[config.mk]
export PLATFORM = sky130hd
export DESIGN_NAME = frame_scan_ctrl
export DESIGN_NICKNAME = d
export VERILOG_FILES = /design/src/rtl/face_detect_pkg.sv /design/src/rtl/scan_coord_counter.sv /design/src/rtl/frame_scan_ctrl.sv
export SDC_FILE = /design/constraint.sdc
export NUM_CORES = 1
export LEC_CHECK = 0
export CAP_MARGIN = 20
export CORE_ASPECT_RATIO = 1.2
export CORE_MARGIN = 4
export CORE_UTILIZATION = 50
export CTS_BUF_LIST = sky130_fd_sc_hd__clkbuf_2 sky130_fd_sc_hd__clkbuf_4 sky130_fd_sc_hd__clkbuf_8
export DETAILED_ROUTE_END_ITERATION = 12
export PLACE_DENSITY = 0.76
export SLEW_MARGIN = 30
export SYNTH_ARGS = -nofsm -noshare
export SYNTH_HDL_FRONTEND = slang
export SYNTH_SLANG_ARGS = --single-unit
[constraint.sdc]
create_clock -name clk -period 6.6 [get_ports clk]
set_clock_uncertainty 0.2 [all_clocks]
set_input_delay 1.32 -clock clk [delete_from_list [all_inputs] [get_ports clk]]
set_output_delay 1.32 -clock clk [all_outputs]
set_load 0.1 [all_outputs]
[src/rtl/face_detect_pkg.sv]
// ---------------------------------------------------------------------------
// face_detect_pkg
// Shared types and widths for the face detection front end.
//   scan_state_t      : sequencing states of frame_scan_ctrl
//   BYTE_WIDTH        : pixel width
//   BYTE_DOUBLE_WIDTH : coordinate width
// ---------------------------------------------------------------------------
package face_detect_pkg;

    localparam int BYTE_WIDTH        = 8;
    localparam int BYTE_DOUBLE_WIDTH = 16;

    typedef enum logic [1:0] {
        IDLE = 2'd0,
        FILL = 2'd1,
        SCAN = 2'd2,
        DONE = 2'd3
    } scan_state_t;

endpackage : face_detect_pkg

[src/rtl/scan_coord_counter.sv]
// ---------------------------------------------------------------------------
// scan_coord_counter
// Raster x/y counter. x advances on every enabled cycle. It wraps to 0 after
// FRAME_WIDTH-1, and at that point y increments. y wraps to 0 after
// FRAME_HEIGHT-1. The wrap flags are combinational views of the current count,
// so the user can decide what to do with the position about to be consumed.
// Ports:
//   clk, reset_os     : clock and synchronous active-high reset
//   i_clear           : force x=y=0 on the next edge (has priority over i_en)
//   i_en              : advance one raster position
//   o_x, o_y          : current coordinates
//   o_row_end         : x is at FRAME_WIDTH-1
//   o_frame_end       : x,y are at the last pixel of the frame
// ---------------------------------------------------------------------------
module scan_coord_counter #(
    parameter int FRAME_WIDTH  = 10,
    parameter int FRAME_HEIGHT = 10,
    parameter int COORD_WIDTH  = 16
) (
    input  logic                   clk,
    input  logic                   reset_os,
    input  logic                   i_clear,
    input  logic                   i_en,
    output logic [COORD_WIDTH-1:0] o_x,
    output logic [COORD_WIDTH-1:0] o_y,
    output logic                   o_row_end,
    output logic                   o_frame_end
);

    localparam logic [COORD_WIDTH-1:0] X_LAST = COORD_WIDTH'(FRAME_WIDTH - 1);
    localparam logic [COORD_WIDTH-1:0] Y_LAST = COORD_WIDTH'(FRAME_HEIGHT - 1);

    logic [COORD_WIDTH-1:0] x_q, x_d;
    logic [COORD_WIDTH-1:0] y_q, y_d;

    assign o_row_end   = (x_q == X_LAST);
    assign o_frame_end = o_row_end && (y_q == Y_LAST);
    assign o_x         = x_q;
    assign o_y         = y_q;

    // NOTE: every variable gets its hold value before any branch; otherwise a
    // path that skips an assignment infers a latch.
    always_comb begin
        x_d = x_q;
        y_d = y_q;
        if (i_clear) begin
            x_d = '0;
            y_d = '0;
        end else if (i_en) begin
            if (o_row_end) begin
                x_d = '0;
                y_d = o_frame_end ? '0 : y_q + COORD_WIDTH'(1);
            end else begin
                x_d = x_q + COORD_WIDTH'(1);
            end
        end
    end

    // NOTE: state registers use non-blocking assignments so that all flops
    // sample their inputs from before the edge, independent of statement order.
    always_ff @(posedge clk) begin
        if (reset_os) begin
            x_q <= '0;
            y_q <= '0;
        end else begin
            x_q <= x_d;
            y_q <= y_d;
        end
    end

endmodule : scan_coord_counter

[src/rtl/frame_scan_ctrl.sv]
// ---------------------------------------------------------------------------
// frame_scan_ctrl
// Controls the sequencing between the pixel stream and the row-FIFO memory /
// resize datapath. It accepts pixels under valid/ready and produces the FIFO
// write, the raster coordinates, the window-complete flag, and the end-of-frame
// pulse.
// Optional build macro: FRAME_SCAN_CTRL_CONTINUOUS_EN. When it is defined,
// DONE goes straight back to FILL, so i_start is needed only once after reset.
// Ports:
//   clk, reset_os       : clock and synchronous active-high reset
//   i_start             : begin a frame (sampled in IDLE only)
//   i_valid, i_pixel    : pixel stream input
//   i_stall             : classifier backpressure
//   o_ready             : combinational, state and i_stall only
//   o_pixel, o_wen      : registered write to the row FIFOs
//   o_xcoord, o_ycoord  : coordinates of o_pixel
//   o_window_valid      : window ending at (o_xcoord,o_ycoord) is complete
//   o_frame_done        : one-cycle pulse after the last pixel's write
//   o_busy              : controller is not IDLE
// If WINDOW_SIZE exceeds either frame dimension, no full window ever exists.
// The controller then stays in FILL for the whole frame. WINDOW_SIZE must be at
// least 2.
// ---------------------------------------------------------------------------
module frame_scan_ctrl #(
    parameter int BYTE_WIDTH        = face_detect_pkg::BYTE_WIDTH,
    parameter int BYTE_DOUBLE_WIDTH = face_detect_pkg::BYTE_DOUBLE_WIDTH,
    parameter int FRAME_WIDTH       = 10,
    parameter int FRAME_HEIGHT      = 10,
    parameter int WINDOW_SIZE       = 6
) (
    input  logic                         clk,
    input  logic                         reset_os,
    input  logic                         i_start,
    input  logic                         i_valid,
    input  logic [BYTE_WIDTH-1:0]        i_pixel,
    input  logic                         i_stall,
    output logic                         o_ready,
    output logic [BYTE_WIDTH-1:0]        o_pixel,
    output logic                         o_wen,
    output logic [BYTE_DOUBLE_WIDTH-1:0] o_xcoord,
    output logic [BYTE_DOUBLE_WIDTH-1:0] o_ycoord,
    output logic                         o_window_valid,
    output logic                         o_frame_done,
    output logic                         o_busy
);

    import face_detect_pkg::*;

    localparam int CW = BYTE_DOUBLE_WIDTH;
    localparam bit WINDOW_FITS = (WINDOW_SIZE <= FRAME_WIDTH) && (WINDOW_SIZE <= FRAME_HEIGHT);
    // The window covers WINDOW_SIZE rows. Once row WINDOW_SIZE-2 is buffered,
    // every pixel from row WINDOW_SIZE-1 onward can complete a window.
    localparam logic [CW-1:0] FILL_LAST_ROW = CW'(WINDOW_SIZE - 2);
    localparam logic [CW-1:0] WIN_FIRST_X   = CW'(WINDOW_SIZE - 1);

    scan_state_t             state_q, state_d;
    logic [BYTE_WIDTH-1:0]   pixel_q, pixel_d;
    logic                    wen_q, wen_d;
    logic [CW-1:0]           xcoord_q, xcoord_d;
    logic [CW-1:0]           ycoord_q, ycoord_d;
    logic                    window_valid_q, window_valid_d;
    logic                    frame_done_q, frame_done_d;
    logic                    busy_q, busy_d;

    logic                    accept;
    logic                    cnt_clear;
    logic [CW-1:0]           cnt_x, cnt_y;
    logic                    cnt_row_end, cnt_frame_end;

    assign o_ready = ((state_q == FILL) || (state_q == SCAN)) && !i_stall;
    assign accept  = i_valid && o_ready;

    scan_coord_counter #(
        .FRAME_WIDTH  (FRAME_WIDTH),
        .FRAME_HEIGHT (FRAME_HEIGHT),
        .COORD_WIDTH  (CW)
    ) u_coord (
        .clk         (clk),
        .reset_os    (reset_os),
        .i_clear     (cnt_clear),
        .i_en        (accept),
        .o_x         (cnt_x),
        .o_y         (cnt_y),
        .o_row_end   (cnt_row_end),
        .o_frame_end (cnt_frame_end)
    );

    always_comb begin
        state_d        = state_q;
        cnt_clear      = 1'b0;
        pixel_d        = pixel_q;
        wen_d          = 1'b0;
        xcoord_d       = xcoord_q;
        ycoord_d       = ycoord_q;
        window_valid_d = 1'b0;
        frame_done_d   = 1'b0;

        unique case (state_q)
            IDLE: begin
                if (i_start) begin
                    state_d   = FILL;
                    cnt_clear = 1'b1;
                end
            end
            FILL: begin
                if (accept) begin
                    if (cnt_frame_end) begin
                        state_d = DONE;
                    end else if (WINDOW_FITS && cnt_row_end && (cnt_y == FILL_LAST_ROW)) begin
                        state_d = SCAN;
                    end
                end
            end
            SCAN: begin
                if (accept && cnt_frame_end) begin
                    state_d = DONE;
                end
            end
            DONE: begin
                // The DONE cycle is visible one cycle later on o_frame_done,
                // which is one cycle after the last pixel's o_wen.
                frame_done_d = 1'b1;
`ifdef FRAME_SCAN_CTRL_CONTINUOUS_EN
                state_d   = FILL;
                cnt_clear = 1'b1;
`else
                state_d   = IDLE;
`endif
            end
            default: state_d = IDLE;
        endcase

        // Output registers capture the position being consumed. They hold
        // between accepts so that the coordinates stay stable during a stall.
        if (accept) begin
            pixel_d        = i_pixel;
            wen_d          = 1'b1;
            xcoord_d       = cnt_x;
            ycoord_d       = cnt_y;
            window_valid_d = (state_q == SCAN) && (cnt_x >= WIN_FIRST_X);
        end

        busy_d = (state_d != IDLE);
    end

    always_ff @(posedge clk) begin
        if (reset_os) begin
            state_q        <= IDLE;
            pixel_q        <= '0;
            wen_q          <= 1'b0;
            xcoord_q       <= '0;
            ycoord_q       <= '0;
            window_valid_q <= 1'b0;
            frame_done_q   <= 1'b0;
            busy_q         <= 1'b0;
        end else begin
            state_q        <= state_d;
            pixel_q        <= pixel_d;
            wen_q          <= wen_d;
            xcoord_q       <= xcoord_d;
            ycoord_q       <= ycoord_d;
            window_valid_q <= window_valid_d;
            frame_done_q   <= frame_done_d;
            busy_q         <= busy_d;
        end
    end

    assign o_pixel        = pixel_q;
    assign o_wen          = wen_q;
    assign o_xcoord       = xcoord_q;
    assign o_ycoord       = ycoord_q;
    assign o_window_valid = window_valid_q;
    assign o_frame_done   = frame_done_q;
    assign o_busy         = busy_q;

endmodule : frame_scan_ctrl

==> load_flow_metrics.sql, run 1 <==
INSERT INTO impl_metrics (metric_group, metric, value, unit) VALUES
('outcome', 'result_of_the_run', 'finished clean', ''),
('layout', 'layout_commonest_cell', 'sky130_fd_sc_hd__nand2_1', ''),
('yosys', 'synth_enable_flop_cells', '0', ''),
('yosys', 'post_synth_instance_area', '3310', 'sq um'),
('global_route', 'gr-total-overflow', '0', ''),
('layout', 'post_route_cells_drive_above_1_share', '0.0540', ''),
('layout', 'final_design_area_no_fill', '4130', 'sq um'),
('cts', 'postCtsSetupBuffers', '0', ''),
('worst_setup_path', 'timing.setup.critical_path_class', 'input pin to output port', ''),
('placed_design', 'placed_cell_area', '3940', 'sq um'),
('cts', 'cts-buffers-inserted', '9', ''),
('pwr', 'peakVddDrop', '148', 'uV'),
('floorplan', 'dieWidth', '82.3', 'um'),
('worst_setup_path', 'max_stage_delay', '1.15', 'ns'),
('worst_setup_path', 'worstSetupStartpointType', 'input pin', ''),
('layout', 'multi_input_area', '1630', 'sq um'),
('cts', 'htree_depth', '3', ''),
('floorplan', 'die_h', '97.2', 'um'),
('detailed_routing', 'totalWireLength', '7.65', 'mm'),
('placed_design', 'place_hpwl', '5.20', 'mm'),
('floorplan', 'ios', '58', ''),
('worst_setup_path', 'worst_ep_arrival_time', '3.05', 'ns'),
('layout', 'register_area', '1560', 'sq um'),
('detailed_routing', 'wl_per_cell', '14.0', 'um'),
('sta', 'timing.final.hold_violations', '0', ''),
('floorplan', 'initial_utilization', '0.514', ''),
('worst_setup_path', 'worst_path_most_repeated_cell', 'sky130_fd_sc_hd__clkdlybuf4s50_1', ''),
('sta', 'timing.max_slew.rel_slack', '0.327', ''),
('detailed_routing', 'via_count', '2939', ''),
('cts', 'cts_hold_repair.buffers', '0', ''),
('detailed_routing', 'drcViolationCount', '0', ''),
('cts', 'clkLatencyLatePin', '0.34', 'ns'),
('yosys', 'synth-seq-area-share', '0.471', ''),
('pwr', 'p_per_area', '223', 'nW/um^2'),
('yosys', 'ys_types', '36', ''),
('placed_design', 'buffer_ports.inserted', '57', ''),
('worst_setup_path', 'path_max_fanout', '3', ''),
('placed_design', 'pre_cts_ws', '2.03', 'ns'),
('layout', 'nFillCells', '570', ''),
('yosys', 'synthesis.nets', '431', ''),
('sta', 'slew_violations', '0', ''),
('cts', 'clkSlewWorstSetupHoldPaths', '0.08', 'ns'),
('layout', 'antennaDiodeCount', '0', ''),
('layout', 'layout.nets', '483', ''),
('run', 'timing.max_cap.violations', '0', ''),
('sta', 'final.setup.tns', '0', 'ns'),
('detailed_routing', 'avgViaCountPerCell', '5.36', ''),
('pwr', 'static-leakage-power', '0.00135', 'uW'),
('worst_setup_path', 'crit_path_leading_delay_family', 'buffers and inverters', ''),
('global_route', 'grt_pass1_vias', '2913', ''),
('floorplan', 'floorplan.rows', '32', ''),
('sta', 'rsz0062_at_grt', 'no', ''),
('worst_setup_path', 'crit_buf_inv', '2', ''),
('yosys', 'netlist_instances', '407', ''),
('worst_setup_path', 'cp-end-kind', 'output port', ''),
('worst_setup_path', 'worst_path_max_delay_cell', 'sky130_fd_sc_hd__clkdlybuf4s50_1', ''),
('yosys', 'syn_area_per_cell', '8.14', 'sq um'),
('global_route', 'number_of_antenna_violations_at_the_first_check_in_global_routing', '0', ''),
('sta', 'fin_ws', '2.03', 'ns'),
('global_route', 'overall_global_routing_usage', '0.204', ''),
('sta', 'whs', '0.255', 'ns'),
('cts', 'clock_tree.root_cell', 'sky130_fd_sc_hd__clkbuf_8', ''),
('layout', 'most_used_cells_in_the_layout_excluding_fill_and_tap_cells', 'sky130_fd_sc_hd__nand2_1, sky130_fd_sc_hd__dfxtp_1, sky130_fd_sc_hd__a21oi_1', ''),
('cts', 'count_of_instances_resized_after_the_clock_tree_is_built', '0', ''),
('global_route', 'grt_pass1_wl', '13.0', 'mm'),
('sta', 'final.period_utilization', '0.693', ''),
('worst_setup_path', 'timing.critical_path.cells', 'clkdlybuf4s50_1, nor2b_1, clkdlybuf4s50_1', ''),
('cts', 'cts_max_path_buffers', '2', ''),
('yosys', 'synth_seq_cells', '78', ''),
('detailed_routing', 'drt_first_pass_iters', '5', ''),
('worst_setup_path', 'data_required_critical_path', '5.08', 'ns');
## cell families (layout without fill, tap and decap cells)
kind of cell               count (synthesis)  count (layout)  synth area share
DFF                                       78              78             0.471
and+or+nand+nor                          191             191             0.278
buffers and inverters                     30              86            0.0363
adders and majority gates                 11              11            0.0415
AOI/OAI and AO/OA                         81              81             0.131
xor gates and xnor gates                  16              16            0.0423
## sequential cells by signal, summed over array words and instances (netlist names)
register,count
o_busy,1
o_xcoord,16
u_coord.o_x,16
o_frame_done,1
o_pixel,8
o_ycoord,16
u_coord.o_y,16
o_wen,1
state_q,2
o_window_valid,1
## tightest hold or removal path: cells and delay by family (launching register included)
family,cells,cell delay (ns)
AND/OR/NAND/NOR,1,0.05
AO/OA/AOI/OAI,1,0.05
flip-flops,1,0.31
## Yosys cell counts, types with 2 or more instances
| library cell | count | share of area |
|---|---|---|
| sky130_fd_sc_hd__xnor2_1 | 7 | 0.019 |
| sky130_fd_sc_hd__nand2_1 | 97 | 0.11 |
| sky130_fd_sc_hd__or3_1 | 9 | 0.017 |
| sky130_fd_sc_hd__or4_1 | 2 | 0.0045 |
| sky130_fd_sc_hd__nand4_1 | 9 | 0.017 |
| sky130_fd_sc_hd__o31ai_1 | 2 | 0.0045 |
| sky130_fd_sc_hd__a21oi_1 | 61 | 0.092 |
| sky130_fd_sc_hd__a21o_1 | 2 | 0.0045 |
| sky130_fd_sc_hd__nand3_1 | 13 | 0.020 |
| sky130_fd_sc_hd__and4_1 | 4 | 0.011 |
| sky130_fd_sc_hd__nor2_1 | 24 | 0.027 |
| sky130_fd_sc_hd__nor3_1 | 4 | 0.0060 |
| sky130_fd_sc_hd__clkbuf_1 | 16 | 0.018 |
| sky130_fd_sc_hd__and3_1 | 3 | 0.0057 |
| sky130_fd_sc_hd__dfxtp_1 | 78 | 0.47 |
| sky130_fd_sc_hd__nand2b_1 | 3 | 0.0057 |
| sky130_fd_sc_hd__and2_1 | 2 | 0.0038 |
| sky130_fd_sc_hd__nor2b_1 | 2 | 0.0038 |
| sky130_fd_sc_hd__ha_1 | 11 | 0.042 |
| sky130_fd_sc_hd__inv_1 | 10 | 0.011 |
| sky130_fd_sc_hd__or4_4 | 4 | 0.014 |
| sky130_fd_sc_hd__buf_1 | 3 | 0.0034 |
| sky130_fd_sc_hd__nor4_1 | 6 | 0.011 |
| sky130_fd_sc_hd__o21ai_0 | 10 | 0.015 |
| sky130_fd_sc_hd__a211oi_1 | 3 | 0.0068 |
| sky130_fd_sc_hd__xor2_1 | 9 | 0.024 |
| sky130_fd_sc_hd__a41oi_1 | 2 | 0.0053 |
| sky130_fd_sc_hd__nand3b_1 | 3 | 0.0068 |
## layout make-up
cell class              count  area share
clock buffers              11      0.0351
flip-flops and latches     78       0.378
multi-input cells         299       0.395
repair buffers             61       0.145
inverters                  10     0.00909
clock inverters             4      0.0115
well taps                  85      0.0257
## layer usage
layer,GRT usage,vias to the layer above,wire length (um)
li1,-,1496,-
met1,0.235,1374,3200
met2,0.360,55,4110
met3,0.0306,14,199
met4,0.0895,0,141
met5,0,-,0
## stage by stage
stage | std cells | utilization | power, uW
5_1_grt | 548 | 0.641 | 953
4_1_cts | 548 | 0.641 | 927
6_report | 548 | 0.641 | 921
3_3_place_gp | 533 | 0.611 | 580
2_1_floorplan | 407 | - | 555
3_5_place_dp | 533 | 0.611 | 581
## worst paths after layout
| path | from | to | slack [ns] | cells past startpoint |
|---|---|---|---|---|
| max | i_stall | o_ready | 2.03 | 3 |
| min | o_ycoord[8] | o_ycoord[8] | 0.25 | 2 |
| max reg2reg | u_coord.o_x[4] | u_coord.o_y[15] | 3.62 | 5 |
| min reg2reg | o_ycoord[8] | o_ycoord[8] | 0.25 | 2 |
## power by group
part | switching, uW | internal, uW | leakage (uW)
logic | 67.0 | 24.6 | 0.000619
clock network | 165 | 186 | 0.0000986
registers | 3.58 | 475 | 0.000629
total | 235 | 686 | 0.00135
(Power assumes the default switching activity.)
==> run 2: changes to the inputs <==
==> constraint.sdc (replaced) <==
create_clock -name clk -period 4.3 [get_ports clk]
set_clock_uncertainty 0.2 [all_clocks]
set_input_delay 0.86 -clock clk [delete_from_list [all_inputs] [get_ports clk]]
set_output_delay 0.86 -clock clk [all_outputs]
set_load 0.1 [all_outputs]
==> load_flow_metrics.sql, run 2 (synthesis results as in run 1) <==
INSERT INTO impl_metrics (metric_group, metric, value, unit) VALUES
('cts', 'cts_hold_repair.buffers', '0', ''),
('detailed_routing', 'via_count', '2964', ''),
('sta', 'slew_violations', '0', ''),
('detailed_routing', 'avgViaCountPerCell', '5.38', ''),
('outcome', 'result_of_the_run', 'finished clean', ''),
('worst_setup_path', 'worst_path_most_repeated_cell', 'sky130_fd_sc_hd__or4_4', ''),
('sta', 'final.setup.tns', '0', 'ns'),
('pwr', 'finalPower', '1410', 'uW'),
('global_route', 'grt_start_max_net_pins', '33', ''),
('worst_setup_path', 'worst_ep_arrival_time', '3.02', 'ns'),
('sta', 'whs', '0.255', 'ns'),
('cts', 'htree_depth', '3', ''),
('cts', 'clkSlewWorstSetupHoldPaths', '0.07', 'ns'),
('layout', 'area_growth', '25.3', '%'),
('floorplan', 'dieWidth', '82.3', 'um'),
('worst_setup_path', 'max_stage_delay', '0.60', 'ns'),
('sta', 'timing.final.hold_violations', '0', ''),
('placed_design', 'pre_cts_ws', '1.18', 'ns'),
('detailed_routing', 'antenna_violating_nets_post_route', '0', ''),
('detailed_routing', 'drcViolationCount', '0', ''),
('cts', 'cts-buffers-inserted', '9', ''),
('worst_setup_path', 'worst_path_max_delay_cell', 'sky130_fd_sc_hd__or4_4', ''),
('layout', 'layout_commonest_cell', 'sky130_fd_sc_hd__nand2_1', ''),
('worst_setup_path', 'path_max_fanout', '11', ''),
('layout', 'layout.nets', '486', ''),
('global_route', 'groute.layer.met2.usage', '0.357', ''),
('detailed_routing', 'initialDrtViolationCount', '107', ''),
('sta', 'max_freq', '340', 'MHz'),
('pwr', 'peakVddDrop', '261', 'uV'),
('pwr', 'power_switching_share', '0.253', ''),
('floorplan', 'dieArea', '8000', 'sq um'),
('min_path', 'hold_class', 'register to register', ''),
('pwr', 'p_per_area', '340', 'nW/um^2'),
('pwr', 'power.share.clock', '0.379', ''),
('floorplan', 'floorplan.rows', '32', ''),
('pwr', 'combinationalPowerShare', '0.101', ''),
('layout', 'final-instance-count-excl-fill', '551', ''),
('sta', 'rsz0062_at_grt', 'no', ''),
('worst_setup_path', 'worstSetupStartpointType', 'register', ''),
('global_route', 'groute.layer.met1.usage', '0.223', ''),
('cts', 'count_of_instances_resized_after_the_clock_tree_is_built', '0', ''),
('sta', 'timing.max_slew.rel_slack', '0.330', ''),
('sta', 'fin_ws', '1.35', 'ns'),
('detailed_routing', 'drt_first_pass_iters', '4', ''),
('global_route', 'grt_pass1_vias', '2892', ''),
('sta', 'post-route-min-period', '2.95', 'ns'),
('run', 'timing.max_cap.violations', '0', ''),
('cts', 'cts_max_path_buffers', '2', ''),
('global_route', 'number_of_antenna_violations_at_the_first_check_in_global_routing', '0', ''),
('pwr', 'power_report.internal_total', '1050', 'uW'),
('cts', 'clock_tree.root_cell', 'sky130_fd_sc_hd__clkbuf_8', ''),
('cts', 'clkLatencyLatePin', '0.34', 'ns'),
('placed_design', 'buffer_ports.inserted', '57', ''),
('floorplan', 'die_h', '97.2', 'um'),
('placed_design', 'place_hpwl', '5.41', 'mm'),
('pwr', 'static-leakage-power', '0.00136', 'uW'),
('global_route', 'grt.busiest_layer', 'met2', ''),
('placed_design', 'routabilityCongestion', '0.912', ''),
('detailed_routing', 'wl_per_cell', '13.6', 'um'),
('worst_setup_path', 'timing.critical_path.cells', 'or4_4, or4_4, or4_4, or4_1, a21oi_1', ''),
('global_route', 'use_met3', '0.0371', ''),
('sta', 'worstMarginPinSlew', '1.00', 'ns'),
('layout', 'most_used_cells_in_the_layout_excluding_fill_and_tap_cells', 'sky130_fd_sc_hd__nand2_1, sky130_fd_sc_hd__dfxtp_1, sky130_fd_sc_hd__a21oi_1', ''),
('global_route', 'grt_pass1_wl', '12.8', 'mm'),
('layout', 'post_route_cells_drive_above_1_share', '0.0622', ''),
('worst_setup_path', 'timing.setup.critical_path_class', 'register to register', ''),
('floorplan', 'ios', '58', ''),
('floorplan', 'initial_utilization', '0.514', ''),
('sta', 'final_count_of_negative_setup_slack_endpoints', '0', ''),
('placed_design', 'dpl.cell_count', '536', ''),
('floorplan', 'core_region_area', '6450', 'sq um'),
('cts', 'postCtsSetupBuffers', '0', ''),
('global_route', 'overall_global_routing_usage', '0.202', ''),
('pwr', 'switching_power', '357', 'uW'),
('pwr', 'seqPwrFrac', '0.520', ''),
('sta', 'final.period_utilization', '0.685', ''),
('global_route', 'gr-total-overflow', '0', ''),
('worst_setup_path', 'cp-end-kind', 'register', ''),
('layout', 'antennaDiodeCount', '0', ''),
('detailed_routing', 'totalWireLength', '7.51', 'mm'),
('cts', 'numClockSinks', '78', ''),
('worst_setup_path', 'data_required_critical_path', '4.38', 'ns'),
('cts', 'cts_tree', 'done', '');
[run 2: worst paths after layout]
check             cells past startpoint            from  slack, ns               to
setup / recovery                      5  u_coord.o_x[4]       1.35  u_coord.o_y[15]
hold / removal                        2     o_ycoord[9]       0.25      o_ycoord[9]
setup reg to reg                      5  u_coord.o_x[4]       1.35  u_coord.o_y[15]
hold reg to reg                       2     o_ycoord[9]       0.25      o_ycoord[9]
[run 2: layout make-up]
cell class                      instances  area [sq um]
Tap cell                               85           106
Fill cell                             536          2300
Sequential cell                        78          1560
Clock buffer                           11           145
Timing Repair Buffer                   64           621
Inverter                               10          37.5
Multi-Input combinational cell        299          1630
Clock inverter                          4          47.5
[run 2: critical path: cells and delay by family (launching register included)]
family,cells,cell delay [ns]
compound gates,1,0.12
flops,1,0.38
simple gates,4,2.18
[run 2: metal layers]
layer  up-vias  wire [um]
li1       1500          -
met2        47       4080
met4         0        136
met3        12        201
met5         -          0
met1      1405       3090
[run 2: metrics by stage]
step / cell area, sq um / utilization
2_1_floorplan: 3310 / -
3_3_place_gp: 3960 / 0.614
3_5_place_dp: 3960 / 0.614
4_1_cts: 4150 / 0.644
5_1_grt: 4150 / 0.644
6_report: 4150 / 0.644
[run 2: power groups by stage]
stage	combinational, uW	clock [uW]	sequential, uW
floorplan	63.5	0	789
global placement	140	0	751
detailed placement	143	0	752
CTS	143	549	735
global route	153	577	736
finish	142	535	735
==> run 3: changes to the inputs <==
==> constraint.sdc (replaced) <==
create_clock -name clk -period 2.88 [get_ports clk]
set_clock_uncertainty 0.2 [all_clocks]
set_input_delay 0.576 -clock clk [delete_from_list [all_inputs] [get_ports clk]]
set_output_delay 0.576 -clock clk [all_outputs]
set_load 0.1 [all_outputs]
==> load_flow_metrics.sql, run 3 (synthesis results as in run 1) <==
INSERT INTO impl_metrics (metric_group, metric, value, unit) VALUES
('outcome', 'result_of_the_run', 'finished clean', ''),
('worst_setup_path', 'worstSetupStartpointType', 'register', ''),
('placed_design', 'place_hpwl', '5.90', 'mm'),
('sta', 'max_freq', '363', 'MHz'),
('sta', 'final.setup.tns', '0', 'ns'),
('sta', 'final.period_utilization', '0.956', ''),
('global_route', 'grt_start_max_net_pins', '39', ''),
('sta', 'slew_violations', '0', ''),
('worst_setup_path', 'timing.critical_path.cells', 'or4_1, or4_4, or4_4, or4_1, a21oi_1', ''),
('cts', 'cts_max_path_buffers', '2', ''),
('cts', 'cts_hold_repair.buffers', '0', ''),
('pwr', 'p_per_area', '517', 'nW/um^2'),
('pwr', 'switching_power', '583', 'uW'),
('layout', 'multi_input_area', '1640', 'sq um'),
('detailed_routing', 'wl_per_cell', '14.2', 'um'),
('worst_setup_path', 'worst_path_max_delay_cell', 'sky130_fd_sc_hd__or4_4', ''),
('detailed_routing', 'initialDrtViolationCount', '157', ''),
('cts', 'cts_tree', 'done', ''),
('worst_setup_path', 'timing.setup.critical_path_class', 'register to register', ''),
('cts', 'clock_tree.root_cell', 'sky130_fd_sc_hd__clkbuf_8', ''),
('layout', 'final_design_area_no_fill', '4160', 'sq um'),
('pwr', 'power.share.clock', '0.388', ''),
('floorplan', 'core_region_area', '6450', 'sq um'),
('sta', 'worstMarginPinSlew', '0.507', 'ns'),
('floorplan', 'dieWidth', '82.3', 'um'),
('sta', 'rsz0062_at_grt', 'no', ''),
('sta', 'timing.final.hold_violations', '0', ''),
('worst_setup_path', 'max_stage_delay', '0.55', 'ns'),
('placed_design', 'pre_cts_ws', '0.0816', 'ns'),
('layout', 'layout_commonest_cell', 'sky130_fd_sc_hd__nand2_1', ''),
('floorplan', 'ios', '58', ''),
('layout', 'antennaDiodeCount', '0', ''),
('floorplan', 'initial_utilization', '0.514', ''),
('worst_setup_path', 'cp-end-kind', 'register', ''),
('sta', 'fin_ws', '0.127', 'ns'),
('cts', 'cts-buffers-inserted', '9', ''),
('detailed_routing', 'antenna_violating_nets_post_route', '0', ''),
('worst_setup_path', 'crit_path_leading_delay_family', 'simple AND/OR/NAND/NOR gates', ''),
('worst_setup_path', 'worst_ep_arrival_time', '2.84', 'ns'),
('min_path', 'hold_class', 'register to register', ''),
('layout', 'register_area', '1560', 'sq um'),
('detailed_routing', 'totalWireLength', '8.03', 'mm'),
('placed_design', 'buffer_ports.inserted', '57', ''),
('pwr', 'static-leakage-power', '0.00152', 'uW'),
('placed_design', 'placed_cell_area', '3950', 'sq um'),
('global_route', 'grt_pass1_vias', '2930', ''),
('pwr', 'finalPower', '2150', 'uW'),
('pwr', 'power_report.internal_total', '1570', 'uW'),
('worst_setup_path', 'crit_buf_inv', '0', ''),
('detailed_routing', 'drcViolationCount', '0', ''),
('floorplan', 'dieArea', '8000', 'sq um'),
('layout', 'nFillCells', '575', ''),
('cts', 'clkSlewWorstSetupHoldPaths', '0.08', 'ns'),
('placed_design', 'routabilityCongestion', '0.816', ''),
('layout', 'post_route_cells_drive_above_1_share', '0.182', ''),
('cts', 'htree_depth', '3', ''),
('detailed_routing', 'avgViaCountPerCell', '5.28', ''),
('floorplan', 'floorplan.rows', '32', ''),
('global_route', 'grt_pass1_wl', '13.6', 'mm'),
('layout', 'layout.nets', '498', ''),
('pwr', 'combinationalPowerShare', '0.103', ''),
('global_route', 'overall_global_routing_usage', '0.218', ''),
('global_route', 'number_of_antenna_violations_at_the_first_check_in_global_routing', '0', ''),
('run', 'timing.max_cap.violations', '0', ''),
('global_route', 'gr-total-overflow', '0', ''),
('sta', 'post-route-min-period', '2.75', 'ns'),
('sta', 'timing.max_slew.rel_slack', '0.661', ''),
('detailed_routing', 'drt_first_pass_iters', '4', ''),
('floorplan', 'die_h', '97.2', 'um'),
('layout', 'most_used_cells_in_the_layout_excluding_fill_and_tap_cells', 'sky130_fd_sc_hd__nand2_1, sky130_fd_sc_hd__dfxtp_1, sky130_fd_sc_hd__buf_4', ''),
('pwr', 'seqPwrFrac', '0.509', ''),
('pwr', 'peakVddDrop', '354', 'uV'),
('cts', 'numClockSinks', '78', ''),
('sta', 'final_count_of_negative_setup_slack_endpoints', '0', ''),
('cts', 'clkLatencyLatePin', '0.35', 'ns'),
('worst_setup_path', 'path_max_fanout', '9', ''),
('layout', 'area_growth', '25.6', '%'),
('pwr', 'power_switching_share', '0.271', ''),
('detailed_routing', 'via_count', '2980', ''),
('worst_setup_path', 'data_required_critical_path', '2.97', 'ns');
-- run 3: changes by cell type in the layout (fill, tap and decap cells not counted), sizes merged --
cell and delta:
inv +1, clkinvlp +1, clkdlybuf4s50 -44, clkbuf -1
buf +56
-- run 3: stage by stage --
stage	instances	hold slack (ns)	util
3_5_place_dp	547	0.247	0.613
3_3_place_gp	547	0.243	0.613
2_1_floorplan	407	0.251	-
4_1_cts	563	0.259	0.644
6_report	564	0.257	0.645
5_1_grt	564	0.272	0.645
-- run 3: per-layer routing --
metal	track usage	up-vias	wire length, um
met5	0	-	0
met4	0.0818	0	150
met3	0.0501	15	208
met2	0.388	35	4410
met1	0.243	1398	3260
li1	-	1532	-
-- run 3: worst reg2reg max path, cell delays in order, from the launching register on --
cell and delay (ns):
sky130_fd_sc_hd__dfxtp_1 0.35, sky130_fd_sc_hd__or4_1 0.53, sky130_fd_sc_hd__or4_4 0.54, sky130_fd_sc_hd__or4_4 0.55, sky130_fd_sc_hd__or4_1 0.41, sky130_fd_sc_hd__a21oi_1 0.12
-- run 3: final timing paths --
| check | end | cells past startpoint | slack (ns) | from |
|---|---|---|---|---|
| setup / recovery | u_coord.o_y[15] | 5 | 0.13 | u_coord.o_x[10] |
| setup reg to reg | u_coord.o_y[15] | 5 | 0.13 | u_coord.o_x[10] |
| hold reg to reg | o_ycoord[3] | 2 | 0.26 | o_ycoord[3] |
| hold / removal | o_ycoord[3] | 2 | 0.26 | o_ycoord[3] |
-- run 3: area by class of cell --
| type | instances | area share |
|---|---|---|
| well taps | 85 | 0.0256 |
| clock inverters | 6 | 0.0171 |
| repair buffers | 76 | 0.147 |
| multi-input cells | 299 | 0.394 |
| inverters | 10 | 0.00902 |
| clock buffers | 10 | 0.0316 |
| flip-flops and latches | 78 | 0.375 |
-- run 3: power by group through the flow --
stage / logic, uW / registers, uW / clock network (uW)
5_1_grt: 236 / 1100 / 904
3_3_place_gp: 217 / 1120 / 0
3_5_place_dp: 221 / 1120 / 0
2_1_floorplan: 97.3 / 1180 / 0
4_1_cts: 221 / 1100 / 847
6_report: 221 / 1100 / 834
-- run 3: timing repair --
item                                    in CTS  in global routing
endpoints found under the setup margin       0                  1
setup buffers                                0                  1
hold endpoints to repair                     0                  0
gates resized for setup                      0                  0
